## src/rtl/nand_gate_rr_arbiter.sv

```systemverilog
// Round-robin arbiter sharing one registered NAND stage among NUM_REQ requesters; result on y one cycle after accept.
// Backpressure: while y is held and y_ready is low no requester is granted; drain and refill overlap for one result per cycle.
module nand_gate_rr_arbiter #(
    parameter  int WIDTH   = 8,
    parameter  int NUM_REQ = 4,
    localparam int ID_W    = $clog2(NUM_REQ)
) (
    input  logic                       clk,
    input  logic                       rst,
    input  logic [NUM_REQ-1:0]         req_valid,
    output logic [NUM_REQ-1:0]         req_ready,
    input  logic [NUM_REQ*WIDTH-1:0]   req_a,
    input  logic [NUM_REQ*WIDTH-1:0]   req_b,
    output logic [WIDTH-1:0]           y,
    output logic                       y_valid,
    input  logic                       y_ready,
    output logic [ID_W-1:0]            y_id,
    output logic [15:0]                grant_cnt
);

    localparam int CW = ID_W + 1;

    logic [WIDTH-1:0] a_arr [NUM_REQ];
    logic [WIDTH-1:0] b_arr [NUM_REQ];
    logic [ID_W-1:0]  rr_ptr;
    logic [ID_W-1:0]  win;
    logic [ID_W-1:0]  nxt_ptr;
    logic [CW-1:0]    cand;
    logic             found;
    logic             can_accept;
    logic             accept;

    genvar g;
    generate
        for (g = 0; g < NUM_REQ; g++) begin : g_unpack
            assign a_arr[g] = req_a[g*WIDTH +: WIDTH];
            assign b_arr[g] = req_b[g*WIDTH +: WIDTH];
        end
    endgenerate

    assign can_accept = !y_valid || y_ready;
    assign accept     = found && can_accept;
    assign nxt_ptr    = (win == ID_W'(NUM_REQ - 1)) ? '0 : win + ID_W'(1);

    // Walk indices rr_ptr, rr_ptr+1, ... wrapping; first valid one wins.
    always_comb begin
        found = 1'b0;
        win   = '0;
        cand  = '0;
        for (int k = 0; k < NUM_REQ; k++) begin
            cand = {1'b0, rr_ptr} + CW'(k);
            if (cand >= CW'(NUM_REQ)) begin
                cand = cand - CW'(NUM_REQ);
            end
            if (!found && req_valid[cand[ID_W-1:0]]) begin
                found = 1'b1;
                win   = cand[ID_W-1:0];
            end
        end
    end

    always_comb begin
        req_ready = '0;
        if (found) begin
            req_ready[win] = can_accept;
        end
    end

    always_ff @(posedge clk or posedge rst) begin
        if (rst) begin
            y         <= '0;
            y_valid   <= 1'b0;
            y_id      <= '0;
            grant_cnt <= '0;
            rr_ptr    <= '0;
        end else begin
            if (accept) begin
                y       <= ~(a_arr[win] & b_arr[win]);
                y_id    <= win;
                y_valid <= 1'b1;
                rr_ptr  <= nxt_ptr;
                if (grant_cnt != 16'hFFFF) begin
                    grant_cnt <= grant_cnt + 16'd1;
                end
            end else if (y_ready) begin
                // Drain only: y and y_id keep their last values.
                y_valid <= 1'b0;
            end
        end
    end

endmodule

```

## config.mk

```make
export PLATFORM = sky130hd
export DESIGN_NAME = nand_gate_rr_arbiter
export DESIGN_NICKNAME = d
export VERILOG_FILES = /design/src/rtl/nand_gate_rr_arbiter.sv
export SDC_FILE = /design/constraint.sdc
export NUM_CORES = 1
export LEC_CHECK = 0
export CAP_MARGIN = 10
export CORE_ASPECT_RATIO = 0.6
export CORE_MARGIN = 2
export CORE_UTILIZATION = 40
export DETAILED_ROUTE_END_ITERATION = 7
export PLACE_DENSITY = 0.85
export SLEW_MARGIN = 15
export SYNTH_ARGS = -nofsm -noshare
export SYNTH_HDL_FRONTEND = slang
export SYNTH_SLANG_ARGS = --single-unit
```

## constraint.sdc

```tcl
create_clock -name clk -period 2.9 [get_ports clk]
set_clock_uncertainty 0.05 [all_clocks]
set_input_delay 0.435 -clock clk [delete_from_list [all_inputs] [get_ports clk]]
set_output_delay 0.435 -clock clk [all_outputs]
set_load 0.05 [all_outputs]
```

== After elaboration in Yosys (flattened, before gate mapping) ==
Index checks and enable logic that the tools add are counted.
Word-level totals
  register bits after elaboration: 29
  latch bits: 0
  memory bits (writable): 0
  ROM bits: 0
  input bits: 71
  output and inout port bits: 31
  memories: 0
Operators by class
  add/subtract/negate cells: 9
  multipliers: 0
  div/mod/pow operators: 0
  $lt $le $gt $ge: 11
  eq/ne operators: 2
  shift-type cells: 0
  muxes and demuxes: 32
  bitwise logic cells: 4
  reduce and logical (&&, ||, !) cells: 12
Operator list (number)
  $bmux W8 S2: 2
  $mux W8: 4
  $mux W2: 9
  $add A16 B1 Y16 const B: 1
  $ne A16 B16 Y1 const B: 1
  $lt A2 B3 Y1 const B: 5
  $ge A3 B3 Y1 const B: 4
  $mux W1: 11
  $and A8 B8 Y8: 1
  $bmux W1 S2: 4
  $not A8 Y8: 1
  $sub A2 B1 Y2 const B: 4
  $add A2 B2 Y3 const B: 2
  $logic_and A1 B1 Y1: 5
  $and A4 B4 Y4: 1
  $logic_not A1 Y1: 4
  $mux W4: 1
  $add A2 B1 Y3 const B: 1
  $ge A2 B3 Y1 const B: 1
  $not A2 Y3: 1
  $add A2 B1 Y2 const B: 1
  $demux W1 S2: 1
  $eq A2 B2 Y1 const B: 1
  $ge A2 B1 Y1 const B: 1
  3 further kinds: 3

== Depth between registers and ports, before layout ==
  word-level depth: 20
  depth in mapped cells: 9

== Least setup slack after synthesis ==
Ideal clock, no wire load.
  path type: register to output
  from: register y_valid
  to: output port req_ready[0]
  data arrival time: 2.212 ns
  required time: 2.415 ns
  slack: 0.203 ns
  cell stages (with the launch flop): 5
  path buffers: 2
  cell sequence: dfrtp_1 -> a21o_1 -> buf_6 -> buf_2 -> nor3_1
Between the ends
  longest elaborated chain between the ends: 4
RTL lines
  start, declared: line 15  | output logic y_valid,
  start signal, assigned: line 72  | y_valid <= 1'b0;
  start signal, assigned: line 80  | y_valid <= 1'b1;
  start signal, assigned: line 87  | y_valid <= 1'b0;
  $logic_not A1 Y1: line 41  | assign can_accept = !y_valid || y_ready;
  $logic_or A1 B1 Y1: line 41
  $and A4 B4 Y4 (no line)
  $mux W4: line 64  | if (found) begin
  end, declared: line 11  | output logic [NUM_REQ-1:0] req_ready,
No other way between the ends.

== Worst setup path after layout ==
  from: input port req_valid[0]
  to: output port req_ready[3]
Between the ends
  longest elaborated chain between the ends: 18
  elaborated cells on any way between the ends: 29
  classes of those cells: order compare: 2; mux: 19; bitwise: 1; reduce/logical: 7
RTL lines
  start, declared: line 10  | input logic [NUM_REQ-1:0] req_valid,
  $bmux W1 S2: line 55  | if (!found && req_valid[cand[ID_W-1:0]]) begin
  $mux W1 (not written as such): line 55
  $mux W1: line 55
  $logic_not A1 Y1: line 55
  $logic_and A1 B1 Y1: line 55
  $mux W1: line 55
  $logic_not A1 Y1: line 55
  $logic_and A1 B1 Y1: line 55
  (+2 left out)
  $logic_and A1 B1 Y1: line 55
  $mux W2: line 55
  $lt A2 B3 Y1 (not written as such) or $ge A2 B1 Y1 (tied branches): line 65  | req_ready[win] = can_accept;
  $logic_and A1 B1 Y1 (not written as such): line 65
  $mux W1 (not written as such): line 65
  $demux W1 S2: line 65
  $and A4 B4 Y4 (no line)
  $mux W4 *: line 64
Every way passes the cells marked *; elsewhere a longest branch is shown, timed or not. The select of a mux whose other input is x is not followed.

==> flow_metrics.env <==
export IMPL_synthDistinctLibCells=35
export IMPL_nNetsFinal=372
export IMPL_finalSetupViolations=0
export IMPL_outcome="finished, final reports clean"
export IMPL_slowest_stage="clkdlybuf4s50_1"
export IMPL_fin_setup_tns_ps=0
export IMPL_die_w_um=88.4
export IMPL_mappedNetlistArea_um2=1710
export IMPL_max_slew_margin_pct=62.7
export IMPL_hold_start="y_id[1]"
export IMPL_rsz0062_at_grt="no"
export IMPL_max_freq_ghz=0.371
export IMPL_drc=0
export IMPL_period_share_pct=92.9
export IMPL_p_seq_share_pct=27.5
export IMPL_clock_root_buffer="clkbuf_8"
export IMPL_dpl_cell_count=352
export IMPL_drv_slew=0
export IMPL_post_cts_setup_buffer_count=0
export IMPL_cts_tree="built"
export IMPL_pwr_share_comb_pct=53.7
export IMPL_synth_top_family_by_area="simple AND/OR/NAND/NOR gates"
export IMPL_drv_cap=0
export IMPL_p_sw_mw=1.06
export IMPL_grt_pass1_vias=1773
export IMPL_fillers=318
export IMPL_synthSimpleGateAreaFrac_pct=33.2
export IMPL_p_leak_nw=1.20
export IMPL_clk_path_buf_depth=2
export IMPL_place_hpwl_um=4690
export IMPL_drt_first_pass_iters=4
export IMPL_tightest_slew_ps=558
export IMPL_antenna_found_initial=0
export IMPL_endpoint_kind="output port"
export IMPL_port_buffers=101
export IMPL_hold_path_class="flip-flop to flip-flop"
export IMPL_vias=1891
export IMPL_required_ps=2410
export IMPL_arrival_ps=2210
export IMPL_fp_coreArea_um2=4100
export IMPL_grt_use_total_pct=24.7
export IMPL_path_class="primary input to output port"
export IMPL_clk_latency_ps=280
export IMPL_syn_to_final_growth_pct=73.7
export IMPL_drtIter0Drc=62
export IMPL_hold_violations=0
export IMPL_grt_pass1_wl_um=8710
export IMPL_ys_ff_latch=29
export IMPL_ir_drop_v=0.000560
export IMPL_synth_fp_nets=264
export IMPL_swShare_pct=45.1
export IMPL_crit_chain="clkdlybuf4s50_1 > nand2b_1 > a21oi_1 > nor3_1 > ha_1 > and2_1 > buf_12"
export IMPL_drive_gt1_share_pct=9.67
export IMPL_critPathLaunchType="primary input"
export IMPL_path_clk_slew_ps=70
export IMPL_htree_levels=2
export IMPL_preCtsSetupSlack_ps=233
export IMPL_period_minus_slack_ps=2690
export IMPL_synth_compound_area_share_pct=11.9
export IMPL_viasPerCell=5.25
export IMPL_cp_slowest_stage_delay_ps=550
export IMPL_yosysWarnings=0
export IMPL_syn_area_per_cell_um2=8.95
export IMPL_path_max_fanout=4
export IMPL_synthAdderAreaFrac_pct=1.46
export IMPL_grt_max_degree=30
export IMPL_io_pins=102
export IMPL_wl_um=5890
export IMPL_cts_sinks=29
export IMPL_pwr_density_cell_nw_per_um2=789
export IMPL_muxShareOfSynthArea_pct=3.29
export IMPL_crit_start="req_valid[0]"
export IMPL_power_frac_clock_pct=18.8
export IMPL_setup_ws_ps=206
export IMPL_rows=18
export IMPL_cts_resized_gates=0
export IMPL_stdcell_count=360
export IMPL_rr_startpoint="grant_cnt[0]"
export IMPL_synth_xor_area_share_pct=4.61
export IMPL_drtAntennaViolNets=0
export IMPL_wire_per_inst_um=16.4
export IMPL_n_antenna_cell=0
export IMPL_place_congestion=0.827
export IMPL_start_util_pct=41.7
export IMPL_gr_total_overflow=0
export IMPL_die_area_um2=4830
export IMPL_cts_hold_buf=0
export IMPL_p_int_mw=1.29
export IMPL_seq_area_frac_synth_pct=42.4
export IMPL_die_y_um=54.7
export IMPL_numCtsBuffers=5
export IMPL_synthCells=191
==> synth_stat cells, drive strengths merged <==
cell / instances / area, um^2
nand2: 41 / 154
dfrtp: 29 / 726
nand4: 21 / 131
nand3: 16 / 80.1
o211ai: 16 / 120
xnor2: 7 / 61.3
nor2: 6 / 22.5
a21oi: 5 / 25.0
buf: 5 / 31.3
mux2: 5 / 56.3
nor3: 5 / 41.3
inv: 4 / 15.0
nand2b: 4 / 25.0
nor4: 3 / 40.0
a21o: 2 / 15.0
a31oi: 2 / 12.5
and2: 2 / 12.5
and3: 2 / 12.5
clkbuf: 2 / 7.51
ha: 2 / 25.0
nand4b: 2 / 17.5
nor2b: 2 / 12.5
xor2: 2 / 17.5
a41oi: 1 / 8.76
nand4bb: 1 / 11.3
nor3b: 1 / 7.51
o21ai: 1 / 5.00
o31a: 1 / 8.76
o31ai: 1 / 7.51
==> power by group through the flow <==
stage / Sequential, mW / Clock [mW] / Combinational [mW]
3_3_place_gp: 0.642 / 0 / 1.23
5_1_grt: 0.659 / 0.471 / 1.33
3_5_place_dp: 0.648 / 0 / 1.25
2_1_floorplan: 1.00 / 0 / 0.383
4_1_cts: 0.644 / 0.446 / 1.26
6_report: 0.645 / 0.440 / 1.26
==> layout make-up <==
type | count | area (um^2) | share of cell area (%)
well taps | 60 | 75.1 | 2.53
flip-flops and latches | 29 | 726 | 24.4
multi-input cells | 151 | 931 | 31.3
clock buffers | 6 | 82.6 | 2.78
repair buffers | 108 | 1100 | 37.2
inverters | 4 | 15.0 | 0.505
clock inverters | 2 | 37.5 | 1.26
==> worst paths after layout <==
check | end | slack, ps | cells after the start
worst max-delay path | req_ready[3] | 210 | 7
worst max register to register | grant_cnt[1] | 920 | 6
worst min-delay path | y_id[1] | 440 | 1
max in group asynchronous | grant_cnt[9] | 2060 | 3
min in group asynchronous | y[3] | 470 | 3
worst min register to register | y_id[1] | 440 | 1
==> layout by cell type, fill, tap and decap left out <==
| master | Yosys | layout |
|---|---|---|
| inv_2 | 1 | 1 |
| nand2_1 | 41 | 41 |
| nor3_4 | 1 | 1 |
| o21ai_0 | 1 | 1 |
| xor2_1 | 2 | 2 |
| a41oi_1 | 1 | 1 |
| nor3_2 | 1 | 1 |
| nand2b_1 | 4 | 4 |
| bufinv_16 | 0 | 1 |
| clkbuf_8 | 0 | 6 |
| and2_1 | 2 | 2 |
| nor3_1 | 3 | 3 |
| nor4_1 | 1 | 1 |
| xnor2_1 | 7 | 7 |
| nand4_1 | 21 | 21 |
| a31oi_1 | 2 | 2 |
| buf_4 | 0 | 7 |
| mux2_2 | 5 | 5 |
| a21oi_1 | 5 | 5 |
| o31a_1 | 1 | 1 |
| buf_12 | 0 | 4 |
| nand4b_1 | 2 | 2 |
| and3_1 | 2 | 2 |
| nor4_4 | 1 | 1 |
| nor4_2 | 1 | 1 |
| dfrtp_1 | 29 | 29 |
| inv_1 | 3 | 3 |
| nand3_1 | 16 | 16 |
| ha_1 | 2 | 2 |
| clkinvlp_4 | 0 | 1 |
| a21o_1 | 2 | 2 |
| nand4bb_1 | 1 | 1 |
| clkdlybuf4s50_1 | 0 | 97 |
| o31ai_1 | 1 | 1 |
| o211ai_1 | 16 | 16 |
| nor2_1 | 6 | 6 |
| nor2b_1 | 2 | 2 |
| nor3b_1 | 1 | 1 |
==> routing by layer <==
metal	up-vias	global-route usage, %	share of wire [%]
li1	922	-	-
met1	908	35.2	44
met2	52	36.7	48
met3	9	5.73	6.0
met4	0	9.34	1.6
met5	-	0	0
==> metrics by stage <==
stage	power, mW	hold slack (ps)	area [um^2]	util, %
final	2.34	439	2970	72.5
after global placement	1.87	413	2850	69.5
after CTS	2.35	441	2970	72.5
after global routing	2.46	464	2970	72.5
after floorplan	1.39	417	1710	-
after detailed placement	1.90	420	2850	69.5
==> worst max-delay path: cells and delay by family <==
kind / cells / cell delay [ps]
buffers and inverters: 2 / 700
adders and majority gates: 1 / 250
and+or+nand+nor: 3 / 450
AOI/OAI and AO/OA: 1 / 370
==> flip-flops by register name (all words and copies together), names as in the netlist <==
signal / count
grant_cnt: 16
y: 8
rr_ptr: 2
y_id: 2
y_valid: 1
==> logic make-up after synthesis <==
family | count (synthesis)
simple gates | 106
compound gates | 29
flops | 29
buf+inv | 11
xor+xnor | 9
mux | 5
fa+ha+maj | 2
(Power assumes the default switching activity.)
